`config.mk`:
```
export PLATFORM = sky130hd
export DESIGN_NAME = fp_div_sequencer
export DESIGN_NICKNAME = d
export VERILOG_FILES = /design/src/rtl/fp_div_sequencer.sv
export SDC_FILE = /design/constraint.sdc
export NUM_CORES = 1
export LEC_CHECK = 0
export CAP_MARGIN = 10
export CORE_MARGIN = 5
export CORE_UTILIZATION = 48
export DETAILED_ROUTE_END_ITERATION = 16
export GPL_TIMING_DRIVEN = 0
export PLACE_DENSITY_LB_ADDON = 0.08
export SYNTH_ARGS = -nofsm -noshare
export SYNTH_HDL_FRONTEND = slang
export SYNTH_SLANG_ARGS = --single-unit
export TNS_END_PERCENT = 100
```
`constraint.sdc`:
```
create_clock -name clk -period 6.7 [get_ports clk]
set_input_delay 1.34 -clock clk [delete_from_list [all_inputs] [get_ports clk]]
set_output_delay 1.34 -clock clk [all_outputs]
set_load 0.01 [all_outputs]
```
`src/rtl/fp_div_sequencer.sv`:
```
// Multi-cycle IEEE-754 single-precision divide controller: one non-restoring quotient step per clock.
// Build option: define FP_DIV_ROUND_EN for round-to-nearest-even, otherwise the result is truncated.
module fp_div_sequencer #(
  parameter logic [31:0] QNAN = 32'h7FC0_0000,
  parameter int          ITER = 26
) (
  input  logic        clk,
  input  logic        rst,
  input  logic        start,
  input  logic [31:0] A,
  input  logic [31:0] B,
  input  logic [4:0]  exceptions_A,
  input  logic [4:0]  exceptions_B,
  output logic        busy,
  output logic        done,
  output logic [31:0] result,
  output logic [4:0]  flags
);

  typedef enum logic [2:0] {S_IDLE, S_CLASSIFY, S_DIVIDE, S_NORM, S_DONE} state_t;

  localparam logic [4:0] F_INVALID = 5'b10000;
  localparam logic [4:0] F_DBZ     = 5'b01000;
  localparam logic [4:0] F_OVF     = 5'b00100;
  localparam logic [4:0] F_UNF     = 5'b00010;
  localparam logic [4:0] F_INX     = 5'b00001;

  state_t             state_q, state_d;
  logic [31:0]        a_q, a_d, b_q, b_d;
  logic [4:0]         ca_q, ca_d, cb_q, cb_d;
  logic signed [9:0]  e_q, e_d;
  logic [23:0]        d_q, d_d;
  logic [26:0]        r_q, r_d;
  logic [25:0]        qt_q, qt_d;
  logic [4:0]         cnt_q, cnt_d;
  logic               busy_q, busy_d, done_q, done_d;
  logic [31:0]        result_q, result_d;
  logic [4:0]         flags_q, flags_d;

  // Operand classification and special-case resolution; subnormals count as zero.
  logic        nan_a, nan_b, inf_a, inf_b, zero_a, zero_b, fin_a, fin_b, sign_ab;
  logic        special;
  logic [31:0] spec_result;
  logic [4:0]  spec_flags;

  always_comb begin
    inf_a   = ca_q[4];
    inf_b   = cb_q[4];
    nan_a   = ca_q[2];
    nan_b   = cb_q[2];
    zero_a  = ca_q[3] | ca_q[1];
    zero_b  = cb_q[3] | cb_q[1];
    fin_a   = ca_q[0] | zero_a;
    fin_b   = cb_q[0] | zero_b;
    sign_ab = a_q[31] ^ b_q[31];
    // NOTE: every branch below starts from these defaults, so no latch can be inferred.
    special     = 1'b1;
    spec_result = QNAN;
    spec_flags  = F_INVALID;
    if (nan_a | nan_b) begin
    end else if (inf_a & inf_b) begin
    end else if (zero_a & zero_b) begin
    end else if (inf_a & fin_b) begin
      spec_result = {sign_ab, 8'hFF, 23'd0};
      spec_flags  = '0;
    end else if (fin_a & inf_b) begin
      spec_result = {sign_ab, 31'd0};
      spec_flags  = '0;
    end else if (zero_b) begin
      spec_result = {sign_ab, 8'hFF, 23'd0};
      spec_flags  = F_DBZ;
    end else if (zero_a) begin
      spec_result = {sign_ab, 31'd0};
      spec_flags  = '0;
    end else begin
      special = 1'b0;
    end
  end

  // Mantissa step, remainder correction, normalization and optional rounding.
  logic [26:0]       r_shl, r_step, r_fix;
  logic              rz, guard, sticky, round_up;
  logic [22:0]       mant;
  logic [23:0]       mant_r;
  logic signed [9:0] e_n, e_r;

  always_comb begin
    r_shl = {r_q[25:0], 1'b0};
    if (cnt_q == 5'd0)  r_step = {4'b0001, a_q[22:0]} - {3'b000, d_q};
    else if (r_q[26])   r_step = r_shl + {3'b000, d_q};
    else                r_step = r_shl - {3'b000, d_q};

    r_fix = r_q[26] ? r_q + {3'b000, d_q} : r_q;
    rz    = |r_fix;
    if (qt_q[25]) begin
      mant   = qt_q[24:2];
      guard  = qt_q[1];
      sticky = qt_q[0] | rz;
      e_n    = e_q;
    end else begin
      mant   = qt_q[23:1];
      guard  = qt_q[0];
      sticky = rz;
      e_n    = e_q - 10'sd1;
    end
`ifdef FP_DIV_ROUND_EN
    round_up = guard & (sticky | mant[0]);
`else
    round_up = 1'b0;
`endif
    // A carry out leaves the mantissa field at zero and bumps the exponent.
    mant_r = {1'b0, mant} + {23'd0, round_up};
    e_r    = mant_r[23] ? e_n + 10'sd1 : e_n;
  end

  always_comb begin
    state_d  = state_q;
    a_d      = a_q;
    b_d      = b_q;
    ca_d     = ca_q;
    cb_d     = cb_q;
    e_d      = e_q;
    d_d      = d_q;
    r_d      = r_q;
    qt_d     = qt_q;
    cnt_d    = cnt_q;
    busy_d   = busy_q;
    done_d   = 1'b0;
    result_d = result_q;
    flags_d  = flags_q;
    unique case (state_q)
      S_IDLE: begin
        if (start) begin
          a_d     = A;
          b_d     = B;
          ca_d    = exceptions_A;
          cb_d    = exceptions_B;
          flags_d = '0;
          busy_d  = 1'b1;
          state_d = S_CLASSIFY;
        end
      end
      S_CLASSIFY: begin
        if (special) begin
          result_d = spec_result;
          flags_d  = spec_flags;
          busy_d   = 1'b0;
          done_d   = 1'b1;
          state_d  = S_DONE;
        end else begin
          e_d     = {2'b00, a_q[30:23]} - {2'b00, b_q[30:23]} + 10'd127;
          d_d     = {1'b1, b_q[22:0]};
          r_d     = '0;
          qt_d    = '0;
          cnt_d   = '0;
          state_d = S_DIVIDE;
        end
      end
      S_DIVIDE: begin
        r_d   = r_step;
        qt_d  = {qt_q[24:0], ~r_step[26]};
        cnt_d = cnt_q + 5'd1;
        if (cnt_q == 5'(ITER - 1)) state_d = S_NORM;
      end
      S_NORM: begin
        if (e_r >= 10'sd255) begin
          result_d = {sign_ab, 8'hFF, 23'd0};
          flags_d  = F_OVF | F_INX;
        end else if (e_r <= 10'sd0) begin
          result_d = {sign_ab, 31'd0};
          flags_d  = F_UNF | F_INX;
        end else begin
          result_d = {sign_ab, e_r[7:0], mant_r[22:0]};
          flags_d  = (guard | sticky) ? F_INX : 5'b00000;
        end
        busy_d  = 1'b0;
        done_d  = 1'b1;
        state_d = S_DONE;
      end
      S_DONE:  state_d = S_IDLE;
      default: state_d = S_IDLE;
    endcase
  end

  // NOTE: state is updated only with non-blocking assignments so every flop samples pre-edge values.
  always_ff @(posedge clk or posedge rst) begin
    if (rst) begin
      state_q  <= S_IDLE;
      a_q      <= '0;
      b_q      <= '0;
      ca_q     <= '0;
      cb_q     <= '0;
      e_q      <= '0;
      d_q      <= '0;
      r_q      <= '0;
      qt_q     <= '0;
      cnt_q    <= '0;
      busy_q   <= 1'b0;
      done_q   <= 1'b0;
      result_q <= '0;
      flags_q  <= '0;
    end else begin
      state_q  <= state_d;
      a_q      <= a_d;
      b_q      <= b_d;
      ca_q     <= ca_d;
      cb_q     <= cb_d;
      e_q      <= e_d;
      d_q      <= d_d;
      r_q      <= r_d;
      qt_q     <= qt_d;
      cnt_q    <= cnt_d;
      busy_q   <= busy_d;
      done_q   <= done_d;
      result_q <= result_d;
      flags_q  <= flags_d;
    end
  end

  assign busy   = busy_q;
  assign done   = done_q;
  assign result = result_q;
  assign flags  = flags_q;

endmodule

```
* Word-level counts from Yosys, hierarchy flattened
Cells that the tools add are included.
** Storage, ports and cells
- Register bits after elaboration :: 208
- Bits in latches :: 0
- Memory bits (writable) :: 0
- ROM bits :: 0
- Output and inout bits :: 39
- Memories kept :: 0
** Cells by class
- Add/subtract/negate cells :: 8
- Multiply operators :: 0
- Divide/modulo/power cells :: 0
- $lt $le $gt $ge :: 2
- Equality and inequality tests :: 8
- Shifts and indexed selects :: 0
- Muxes and demuxes :: 53
- Bitwise gates (word level) :: 14
- Reduce and logical (&&, ||, !) cells :: 12
** Operator list (number)
- $mux 32 :: 8
- $mux 27 :: 4
- $pmux 32 s2 :: 1
- $mux 31 :: 2
- $add 27x24->27 :: 2
- $pmux 27 s2 :: 1
- $pmux 26 s2 :: 1
- $mux 5 :: 10
- $reduce_or 27->1 :: 1
- $sub 27x24->27 :: 1
- $mux 26 :: 1
- $sub 24x24->25 :: 1
- $mux 23 :: 1
- $pmux 5 s3 :: 1
- $mux 1 :: 13
- $mux 3 :: 4
- $pmux 3 s4 :: 1
- $add 9x8->10 const B :: 1
- $ge 10x9->1 const B :: 1
- $le 10x1->1 const B :: 1
- $mux 10 :: 1
- $pmux 5 s2 :: 1
- $reduce_and 2->1 :: 5
- $sub 10x2->10 const B :: 1
- 18 further kinds :: 33

* Longest topological paths before layout
- Word-level depth :: 10
- Mapped depth :: 14

* Worst setup path after synthesis
OpenSTA, ideal clock, no wires.
- Path type :: register to register
- Start point :: reg d_q[0]
- End point :: reg flags_q[0] (netlist: flags[0])
- Setup time :: 124 ps
- Arrival time :: 3089 ps
- Data required time :: 6576 ps
- Slack :: 3487 ps
- Cell stages (with the launch flop) :: 13
- Path through :: dfrtp_1 ha_1 fa_1 a211oi_1 o21ai_0 a211o_1 a221oi_2 o2111ai_1 a21oi_1 mux2_2 o22ai_1 o2111a_1 o21ai_1
** Between the ends
- Word-level cells in the longest chain between the ends :: 10
** Ends and longest elaborated chain
- start: declaration :: RTL line 32 : logic [23:0] d_q, d_d;
- start signal: assignment :: RTL line 194 : d_q <= '0;
- start signal: assignment :: RTL line 209 : d_q <= d_d;
- $add 27x24->27 (*) :: RTL line 93 : r_fix = r_q[26] ? r_q + {3'b000, d_q} : r_q;
- $mux 27 (*) :: RTL line 93
- $reduce_or 27->1 (*) :: RTL line 94 : rz = |r_fix;
- $or 1x1->1 :: RTL line 98 : sticky = qt_q[0] | rz;
- $mux 1 (*) :: RTL line 95 : if (qt_q[25]) begin
- $or 1x1->1 (*) :: RTL line 174 : flags_d = (guard | sticky) ? F_INX : 5'b00000;
- $mux 1 (*) :: RTL line 174
- $mux 2 (*) :: RTL line 169 : end else if (e_r <= 10'sd0) begin
- $mux 3 (*) :: RTL line 166 : if (e_r >= 10'sd255) begin
- $pmux 5 s3 (*) :: RTL line 131 : unique case (state_q)
- end signal: assignment :: RTL line 216 : flags_q <= flags_d;
- end: declaration :: RTL line 38 : logic [4:0] flags_q, flags_d;
Mark *: on every way between the ends. The rest lies on a longest branch, timed or not.
A chain may end at the register's enable or synchronous reset.

* Worst setup path in the final report
- Start point :: reg d_q[0]
- End point :: reg r_q[22]
** Between the ends
- Word-level cells in the longest chain between the ends :: 4
- Elaborated cells between the ends (all ways) :: 6
** Ends and longest elaborated chain
- $sub 27x24->27 / $add 27x24->27 (equally long branches) :: RTL line 91, 90
- $mux 27 :: RTL line 90 : else if (r_q[26]) r_step = r_shl + {3'b000, d_q};
- $mux 27 (*) :: RTL line 89 : if (cnt_q == 5'd0) r_step = {4'b0001, a_q[22:0]} - {3'b000, d_q};
- $pmux 27 s2 (*) :: RTL line 131
- end signal: assignment :: RTL line 210 : r_q <= r_d;
- end: declaration :: RTL line 33 : logic [26:0] r_q, r_d;
Marks and branches as above.

==> qor.yml <==
timing:
  layout_setup_ws_ps: 2468
  rsz0062_at_grt: "false"
  timing.final.crit_share_pct: 63.17
  finalMaxSlewViolations: 0
  tightest_slew_ps: 1204
  final_hold_viol_count: 0
  fin_crit_ps: 4232
  skew_ps: 11.80
  setup_viol: 0
  fmax_mhz: 236.3
  setup-tns-final_ps: 0
  fin_hold_ws_ps: 473.1
  relSlewSlack_pct: 19.42
yosys:
  ys.flop_type: "dfrtp_1"
  syn_inst: 1532
  synthSimpleGateAreaFrac_pct: 15.37
  avgSynthCellArea_um2: 9.079
  synth_top_family_by_area: "compound AO/OA/AOI/OAI gates"
  synthDistinctLibCells: 83
  yosys.area_share.adder_pct: 10.26
  ys_seq_area_share_pct: 37.42
  synth-seq-cells: 208
  synthesis.area_um2: 13910
  ys_warn_count: 0
  synth_nets: 1720
  synthArstFlopShare_pct: 100.0
  synth_xor_area_share_pct: 4.723
  synth_edf_count: 0
  synth-compound-area-share_pct: 20.57
  synth_mux_area_share_pct: 7.377
setup_path:
  crit_arrival_ps: 4610
  crit_buf_inv: 1
  cpMaxStageDelayCell: "a2111oi_0"
  crit_family: "compound AO/OA/AOI/OAI gates"
  critPathMostFrequentCell: "o21ai_0"
  r2r_setup_slack_ps: 2470
  r2r_end: "r_q[22]"
  crit_path_start: "d_q[0]"
  worstSetupPathType: "reg -> reg"
  setup.worst_path.end: "r_q[22]"
  cp.required_ps: 7080
  ff2ff_path_depth: 12
  worstReg2RegStart: "d_q[0]"
  crit_cells: 12
  worst_setup_path_end_kind: "flop"
  startpoint_type: "flop"
  critPathMaxFanout: 6
  slowest_delay_ps: 840
  crit_chain: "ha_1 > inv_1 > fa_1 > a21o_1 > a2111oi_0 > nor3_1 > o21ai_0 > o21ai_0 > a211o_1 > xor2_1 > a22oi_1 > o311ai_0"
drt:
  wire_per_inst_um: 18.89
  wl_met2_mm: 17.13
  wl_mm: 39.32
  wl_met1_mm: 18.63
  vias_per_cell: 5.689
  ant_nets: 0
  dr.pass1.iters: 5
  vias: 11840
  top_layer: "met4"
  drt_iter0_markers: 792
  drc: 0
  wl_met3_mm: 2.408
placement:
  place_inst: 2036
  dp_slack_ps: 2440
  placed_area_um2: 15640
  dpl.hpwl_mm: 29.88
  gp_congestion: 0.9237
  numPortBuffers: 115
finish:
  area_delta_synth_final_pct: 18.95
  fillCellCount: 2551
  regArea_um2: 5205
  multiInputGateArea_um2: 8108
  drive_above_1_share_pct: 9.369
  finalNonFillerCells: 2081
  final_common_cell: "dfrtp_1"
  fin_util_pct: 57.79
  n_antenna_cell: 0
  final_cell_mix: "dfrtp_1, nand2_1, o21ai_0"
  fin_nets: 1868
  postLayoutCellArea_um2: 16540
clocking:
  cts_buffer_depth: 3
  cts-root-buf: "clkbuf_16"
  tritoncts: "yes"
  cts_hold_buf: 0
  cts_resized: 0
  cts_max_level: 1
  postCtsSetupRepairBufs: 0
  worstSkewPairLatency_ps: 540
  cts_made_buffers: 26
  cts_sinks: 208
  clk_pin_slew_ps: 60
grt:
  grt_start_max_net_pins: 42
  overflow: 0
  antenna_found_initial: 1
  globalRouteTotalUtil_pct: 23.79
  grt_pass1_wl_mm: 63.57
  grt_pass1_vias: 11790
power_and_ir_drop:
  peakVddDrop_mv: 0.2249
  p_leak_nw: 7.257
  pwr-share-seq_pct: 23.4
  p_comb_share_pct: 57.5
  intPower_mw: 4.402
  p_per_area_nw_per_um2: 463.3
  power.share.clock_pct: 19.1
  p_sw_share_pct: 42.57
  p_sw_mw: 3.263
  finalPower_mw: 7.665
floorplan:
  start_util_pct: 48.59
  num_rows: 62
  coreArea_um2: 28630
  fp.dieW_um: 180.2
  boundaryPins: 116
  dieArea_um2: 32480
  die_y_um: 180.2
run:
  maxCapViolCount: 0
outcome:
  status: "complete, no violations"
hold_path:
  min_path_type: "reg -> reg"
-- worst register-to-register path: stages (launching register included) --
cell	delay, ps
dfrtp_1	480
ha_1	230
inv_1	60
fa_1	390
a21o_1	220
a2111oi_0	840
nor3_1	290
o21ai_0	350
o21ai_0	330
a211o_1	360
xor2_1	160
a22oi_1	180
o311ai_0	160
-- logic make-up after synthesis --
family,after synthesis
AND/OR/NAND/NOR,455
AO/OA/AOI/OAI,437
flip-flops,208
buffers and inverters,152
adder cells (fa/ha/maj),111
multiplexers,94
XOR/XNOR,75
-- synth_stat cells (all sizes together) (10+ instances only) --
| library cell | number | area, um2 |
|---|---|---|
| o211ai | 10 | 75.07 |
| a211oi | 20 | 150.1 |
| nand2 | 182 | 683.2 |
| nor2 | 86 | 332.8 |
| a211o | 13 | 115.1 |
| a2111oi | 11 | 121.4 |
| o21a | 14 | 105.1 |
| xor2 | 28 | 245.2 |
| clkbuf | 61 | 229.0 |
| nor2b | 16 | 100.1 |
| nand4 | 10 | 62.56 |
| mux2 | 68 | 765.7 |
| inv | 82 | 307.8 |
| mux2i | 26 | 260.3 |
| a21o | 21 | 157.7 |
| o21bai | 12 | 90.09 |
| nand2b | 20 | 132.6 |
| nand3 | 56 | 280.3 |
| o21ai | 154 | 770.7 |
| dfrtp | 208 | 5205 |
| xnor2 | 47 | 411.6 |
| a21oi | 94 | 474.2 |
| o31ai | 11 | 92.58 |
| nor4 | 13 | 87.58 |
| nor3 | 28 | 145.1 |
| or3 | 10 | 62.56 |
| ha | 106 | 1326 |
-- metal layers --
| layer | vias up | track usage, % |
|---|---|---|
| met4 | 0 | 6.534 |
| met3 | 61 | 3.997 |
| li1 | 5784 | - |
| met1 | 5671 | 34.42 |
| met5 | - | 0 |
| met2 | 323 | 37.13 |
-- power by group through the flow --
| stage | Combinational [mW] | Sequential, mW | Clock, mW |
|---|---|---|---|
| 6_report | 4.41 | 1.79 | 1.46 |
| 5_1_grt | 4.86 | 1.84 | 1.55 |
| 4_1_cts | 4.37 | 1.79 | 1.50 |
| 3_5_place_dp | 4.34 | 1.81 | 0 |
| 3_3_place_gp | 4.30 | 1.81 | 0 |
| 2_1_floorplan | 3.40 | 1.73 | 0 |
-- worst min-delay path by stage --
stage                            to  slack (ps)  cells after the start       from
after CTS                   d_q[19]         480                      2    b_q[19]
final                       d_q[19]         470                      2    b_q[19]
after global routing         d_q[9]         500                      2     b_q[9]
after detailed placement     d_q[4]         470                      2     b_q[4]
after global placement    result[4]         460                      2  result[4]
after floorplan              d_q[0]         430                      2     b_q[0]
-- area by class of cell --
type | instances | share of cell area [%]
buffer | 70 | 1.740
inverter | 82 | 1.883
multi-input combinational | 1172 | 49.01
tap | 384 | 2.904
clock buffer | 34 | 4.606
sequential | 208 | 31.46
timing repair buffer | 120 | 7.563
clock inverter | 11 | 0.8319
-- sequential cells by signal, indices dropped and copies added (netlist names) --
name	count
b_q	32
state_q	3
done	1
cb_q	5
d_q	24
a_q	32
e_q	10
ca_q	5
flags	5
qt_q	26
r_q	27
busy	1
cnt_q	5
result	32
No activity file was read; power rests on OpenSTA's default activity.
